File: src/rtl/mux_scan_ctrl.sv
// Select-line sequencer for an N:1 mux: walks the enabled channels one per clock,
// collects the mux output into an N-bit word and strobes valid when a scan completes.
//
// state | meaning
// IDLE  | waiting for start, sel parked at 0
// SCAN  | driving sel through enabled channels, capturing y each edge
// DONE  | one-cycle valid; relaunch when cont=1, else back to IDLE
module mux_scan_ctrl #(
  parameter int N = 4,
  parameter int M = 2
) (
  input  logic         clk,
  input  logic         rst,
  input  logic         start,
  input  logic         cont,
  input  logic [N-1:0] chan_en,
  input  logic         y,
  output logic [M-1:0] sel,
  output logic [N-1:0] word,
  output logic         valid,
  output logic         busy
);

  if (N > (2 ** M)) begin : g_param_check
    $error("mux_scan_ctrl: N must not exceed 2**M");
  end

  typedef enum logic [1:0] {IDLE, SCAN, DONE} state_t;

  state_t       state, state_nx;
  logic [M-1:0] sel_nx;
  logic [N-1:0] en_q, en_nx;
  logic [N-1:0] shadow, shadow_nx, shadow_cap;
  logic [N-1:0] word_nx;
  logic         first_found, next_found;
  logic [M-1:0] first_idx, next_idx;
  logic         launch;

  // Priority searches: lowest enabled channel of the incoming mask, and the
  // next enabled channel above sel in the latched mask.
  always_comb begin
    first_found = 1'b0;
    first_idx   = '0;
    next_found  = 1'b0;
    next_idx    = '0;
    for (int i = N - 1; i >= 0; i--) begin
      if (chan_en[i]) begin
        first_found = 1'b1;
        first_idx   = i[M-1:0];
      end
      if (en_q[i] && (i > int'(sel))) begin
        next_found = 1'b1;
        next_idx   = i[M-1:0];
      end
    end
  end

  always_comb begin
    shadow_cap = shadow;
    for (int i = 0; i < N; i++) begin
      if (i == int'(sel)) shadow_cap[i] = y;
    end
  end

  always_ff @(posedge clk) begin
    if (rst) begin
      state  <= IDLE;
      sel    <= '0;
      en_q   <= '0;
      shadow <= '0;
      word   <= '0;
    end else begin
      state  <= state_nx;
      sel    <= sel_nx;
      en_q   <= en_nx;
      shadow <= shadow_nx;
      word   <= word_nx;
    end
  end

  assign launch = ((state == IDLE) && start) || ((state == DONE) && cont);

  always_comb begin
    state_nx  = state;
    sel_nx    = sel;
    en_nx     = en_q;
    shadow_nx = shadow;
    word_nx   = word;
    case (state)
      IDLE, DONE: begin
        sel_nx = '0;
        if (launch) begin
          en_nx     = chan_en;
          shadow_nx = '0;
          if (first_found) begin
            state_nx = SCAN;
            sel_nx   = first_idx;
          end else begin
            state_nx = DONE;
            word_nx  = '0;
          end
        end else begin
          state_nx = IDLE;
        end
      end
      SCAN: begin
        shadow_nx = shadow_cap;
        if (next_found) begin
          sel_nx = next_idx;
        end else begin
          // last enabled channel: publish including the bit captured now
          word_nx  = shadow_cap;
          state_nx = DONE;
          sel_nx   = '0;
        end
      end
      default: begin
        state_nx = IDLE;
        sel_nx   = '0;
      end
    endcase
  end

  always_comb begin
    valid = (state == DONE);
    busy  = (state == SCAN);
  end

endmodule

File: config.mk
export PLATFORM = sky130hd
export DESIGN_NAME = mux_scan_ctrl
export DESIGN_NICKNAME = d
export VERILOG_FILES = /design/src/rtl/mux_scan_ctrl.sv
export SDC_FILE = /design/constraint.sdc
export NUM_CORES = 1
export LEC_CHECK = 0
export BUFFER_PORTS_ARGS = -buffer_cell sky130_fd_sc_hd__buf_2
export CELL_PAD_IN_SITES_DETAIL_PLACEMENT = 1
export CELL_PAD_IN_SITES_GLOBAL_PLACEMENT = 1
export CORE_ASPECT_RATIO = 0.8
export CORE_MARGIN = 4
export CORE_UTILIZATION = 38
export DETAILED_ROUTE_END_ITERATION = 8
export GPL_ROUTABILITY_DRIVEN = 0
export PLACE_DENSITY_LB_ADDON = 0.1
export SLEW_MARGIN = 25
export SYNTH_ARGS = -nofsm -noshare
export SYNTH_HDL_FRONTEND = slang
export SYNTH_SLANG_ARGS = --single-unit
File: constraint.sdc
create_clock -name clk -period 1.57 [get_ports clk]
set_input_delay 0.157 -clock clk [delete_from_list [all_inputs] [get_ports clk]]
set_output_delay 0.157 -clock clk [all_outputs]
set_load 0.005 [all_outputs]
==> impl_metrics.json <==
{
  "synth_nets": 92,
  "busiest_layer": "met2",
  "peakVddDrop_v": 0.000491,
  "fill_cells": 240,
  "total_power_uw": 799,
  "hold_path_class": "input port to flip-flop",
  "place_area_um2": 887,
  "setup_ws_ns": 0.133,
  "drv_slew": 0,
  "reg2regPathDepth": 4,
  "htreeDepth": 1,
  "hold_viol": 0,
  "finish.utilization_pct": 48.5,
  "drt-total-wl_um": 1970,
  "row_count": 14,
  "overflow": 0,
  "whs_path_depth": 3,
  "io_buffers": 16,
  "worst_setup_path_start_kind": "flip-flop",
  "avgViaCountPerCell": 5.43,
  "cts_made_buffers": 3,
  "synthDistinctLibCells": 26,
  "cts.sink_count": 15,
  "die_h_um": 47.9,
  "grtUsageTotal_pct": 15.5,
  "io-pin-count": 17,
  "power.density_mw_per_mm2": 870,
  "initial_utilization_pct": 39.9,
  "diodes": 0,
  "drc": 0,
  "path_clk_slew_ns": 0.09,
  "postCtsSetupBuffers": 0,
  "cts_tree": "built",
  "die_x_um": 57.9,
  "worstSetupEndpointType": "output pin",
  "final_cells": 129,
  "clock.fmax_mhz": 696,
  "r2r_start": "sel[1]$_SDFF_PP0_",
  "worst_slew_pin_slew_ns": 0.430,
  "most-common-layout-cells": "16 x buf_2, 13 x dfxtp_1, 10 x a21oi_1, 9 x nor2_1, 8 x nand3_1",
  "syn_avg_cell_area_um2": 9.11,
  "ant_nets": 0,
  "dieArea_mm2": 0.00277,
  "synthesis.area_um2": 756,
  "tns_ns": 0,
  "path_class": "flip-flop to output pin",
  "firstDrtPassIters": 4,
  "setup_viol": 0,
  "required_ns": 1.41,
  "yosysSeqAreaShare_pct": 39.7,
  "grt_pass1_vias": 667,
  "cp_max_fo": 8,
  "synthCells": 83,
  "clock_latency_ns": 0.28,
  "yosys_warnings": 0,
  "grt_pass1_wl_um": 3200,
  "status": "finished, final reports clean",
  "r2r-end": "word[0]$_SDFFE_PP0P_",
  "grt_max_degree": 17,
  "met1_usage_pct": 19.5,
  "met2_usage_pct": 27.7,
  "rsz0062_at_grt": "false",
  "root_buffer": "clkbuf_4",
  "fin_area_um2": 918,
  "drt_iter0_drc": 19,
  "finalCritPeriodShare_pct": 91.5,
  "clock_skew_ns": 0.00153,
  "holdPathEnd": "en_q[3]$_SDFFE_PP0P_",
  "reg2reg_slack_ns": 0.15,
  "area.growth.synth_to_final_pct": 21.5,
  "finalCriticalPeriod_ns": 1.44,
  "num-nets-final": 115,
  "via_count": 700,
  "place_inst": 125,
  "max_slew_margin_pct": 71.2,
  "core_mm2": 0.00189,
  "dp.final_hpwl_um": 1570,
  "p_leak_nw": 0.373,
  "whs_ns": 0.157,
  "met3_usage_pct": 4.85,
  "drive_above_1_share_pct": 35.2,
  "dp_slack_ns": 0.0386,
  "final_common_cell": "buf_2",
  "synth-seq-cells": 15,
  "maxCapViolCount": 0,
  "cts_max_path_buffers": 2,
  "hp-start": "chan_en[3]",
  "antenna_found_initial": 0,
  "cp.arrival_ns": 1.28,
  "avgRoutedWirePerCell_um": 15.3
}
[timing repair]
item	in CTS	in global routing
setup endpoints to repair	1	5
hold buffers	0	0
gates resized for setup	1	2
[routing by layer]
| layer | routed length [um] | part of all wire (%) | vias to the layer above |
|---|---|---|---|
| met2 | 938 | 48 | 15 |
| met5 | 0 | 0 | - |
| met1 | 920 | 47 | 336 |
| li1 | - | - | 347 |
| met3 | 106 | 5.4 | 2 |
| met4 | 8 | 0.41 | 0 |
[critical path: stages, from the launching register on]
cell,delay [ns]
dfxtp_1,0.35
nand2b_2,0.25
clkinv_1,0.10
buf_4,0.17
buf_2,0.13
[logic make-up (layout without fill, tap and decap cells)]
group	after synthesis	count (layout)	share of synthesized area [%]
AND/OR/NAND/NOR	33	33	22.8
AO/OA/AOI/OAI	21	21	21.9
flip-flops	15	15	39.7
multiplexers	9	9	12.9
buffers and inverters	5	27	2.65
[area by class of cell]
| type | count | area, um2 | area share, % |
|---|---|---|---|
| Inverter | 3 | 11.3 | 1.23 |
| Timing Repair Buffer | 20 | 110 | 12.0 |
| Sequential cell | 15 | 303 | 33.0 |
| Multi-Input combinational cell | 63 | 438 | 47.7 |
| Clock buffer | 4 | 26.3 | 2.86 |
| Tap cell | 24 | 30.0 | 3.27 |
[synthesized netlist by cell type]
| library cell | n | share of area, % |
|---|---|---|
| nor2_1 | 9 | 4.5 |
| dfxtp_1 | 15 | 40 |
| o32a_1 | 2 | 2.6 |
| o31ai_2 | 1 | 1.7 |
| a2111oi_4 | 1 | 3.6 |
| clkbuf_1 | 1 | 0.50 |
| o211ai_1 | 3 | 3.0 |
| inv_1 | 2 | 0.99 |
| and3_1 | 1 | 0.83 |
| nand3_1 | 8 | 5.3 |
| nand2_1 | 4 | 2.0 |
| nand2_2 | 2 | 1.7 |
| o22a_1 | 1 | 1.2 |
| nor2b_1 | 5 | 4.1 |
| mux2_2 | 6 | 8.9 |
| nand4b_1 | 1 | 1.2 |
| a211oi_1 | 1 | 0.99 |
| a21oi_1 | 10 | 6.6 |
| clkinv_1 | 1 | 0.50 |
| nor3b_2 | 1 | 1.7 |
| mux2i_1 | 3 | 4.0 |
| nor4_1 | 1 | 0.83 |
| o21ai_0 | 1 | 0.66 |
| a2111o_1 | 1 | 1.5 |
| buf_2 | 1 | 0.66 |
| nand2b_1 | 1 | 0.83 |
[sequential cells by signal (all words and copies together) (netlist names)]
register,count
word,4
shadow,4
en_q,3
sel,2
state,2
[power breakdown]
group / switching (mW) / total (mW) / internal (mW)
Combinational: 0.0889 / 0.163 / 0.0738
Sequential: 0.0175 / 0.414 / 0.397
Clock: 0.124 / 0.222 / 0.0987
[worst max-delay path by stage]
stage | slack, ns | from | end
2_1_floorplan | 0.18 | state[1]$_SDFFE_PP0P_ | en_q[2]$_SDFFE_PP0P_
3_3_place_gp | 0.07 | sel[1]$_SDFF_PP0_ | word[0]$_SDFFE_PP0P_
3_5_place_dp | 0.04 | sel[1]$_SDFF_PP0_ | word[0]$_SDFFE_PP0P_
4_1_cts | 0.01 | sel[1]$_SDFF_PP0_ | word[0]$_SDFFE_PP0P_
5_1_grt | 0.06 | sel[1]$_SDFF_PP0_ | word[0]$_SDFFE_PP0P_
6_report | 0.13 | state[1]$_SDFFE_PP0P_ | busy
No activity file was read; power rests on OpenSTA's default activity.
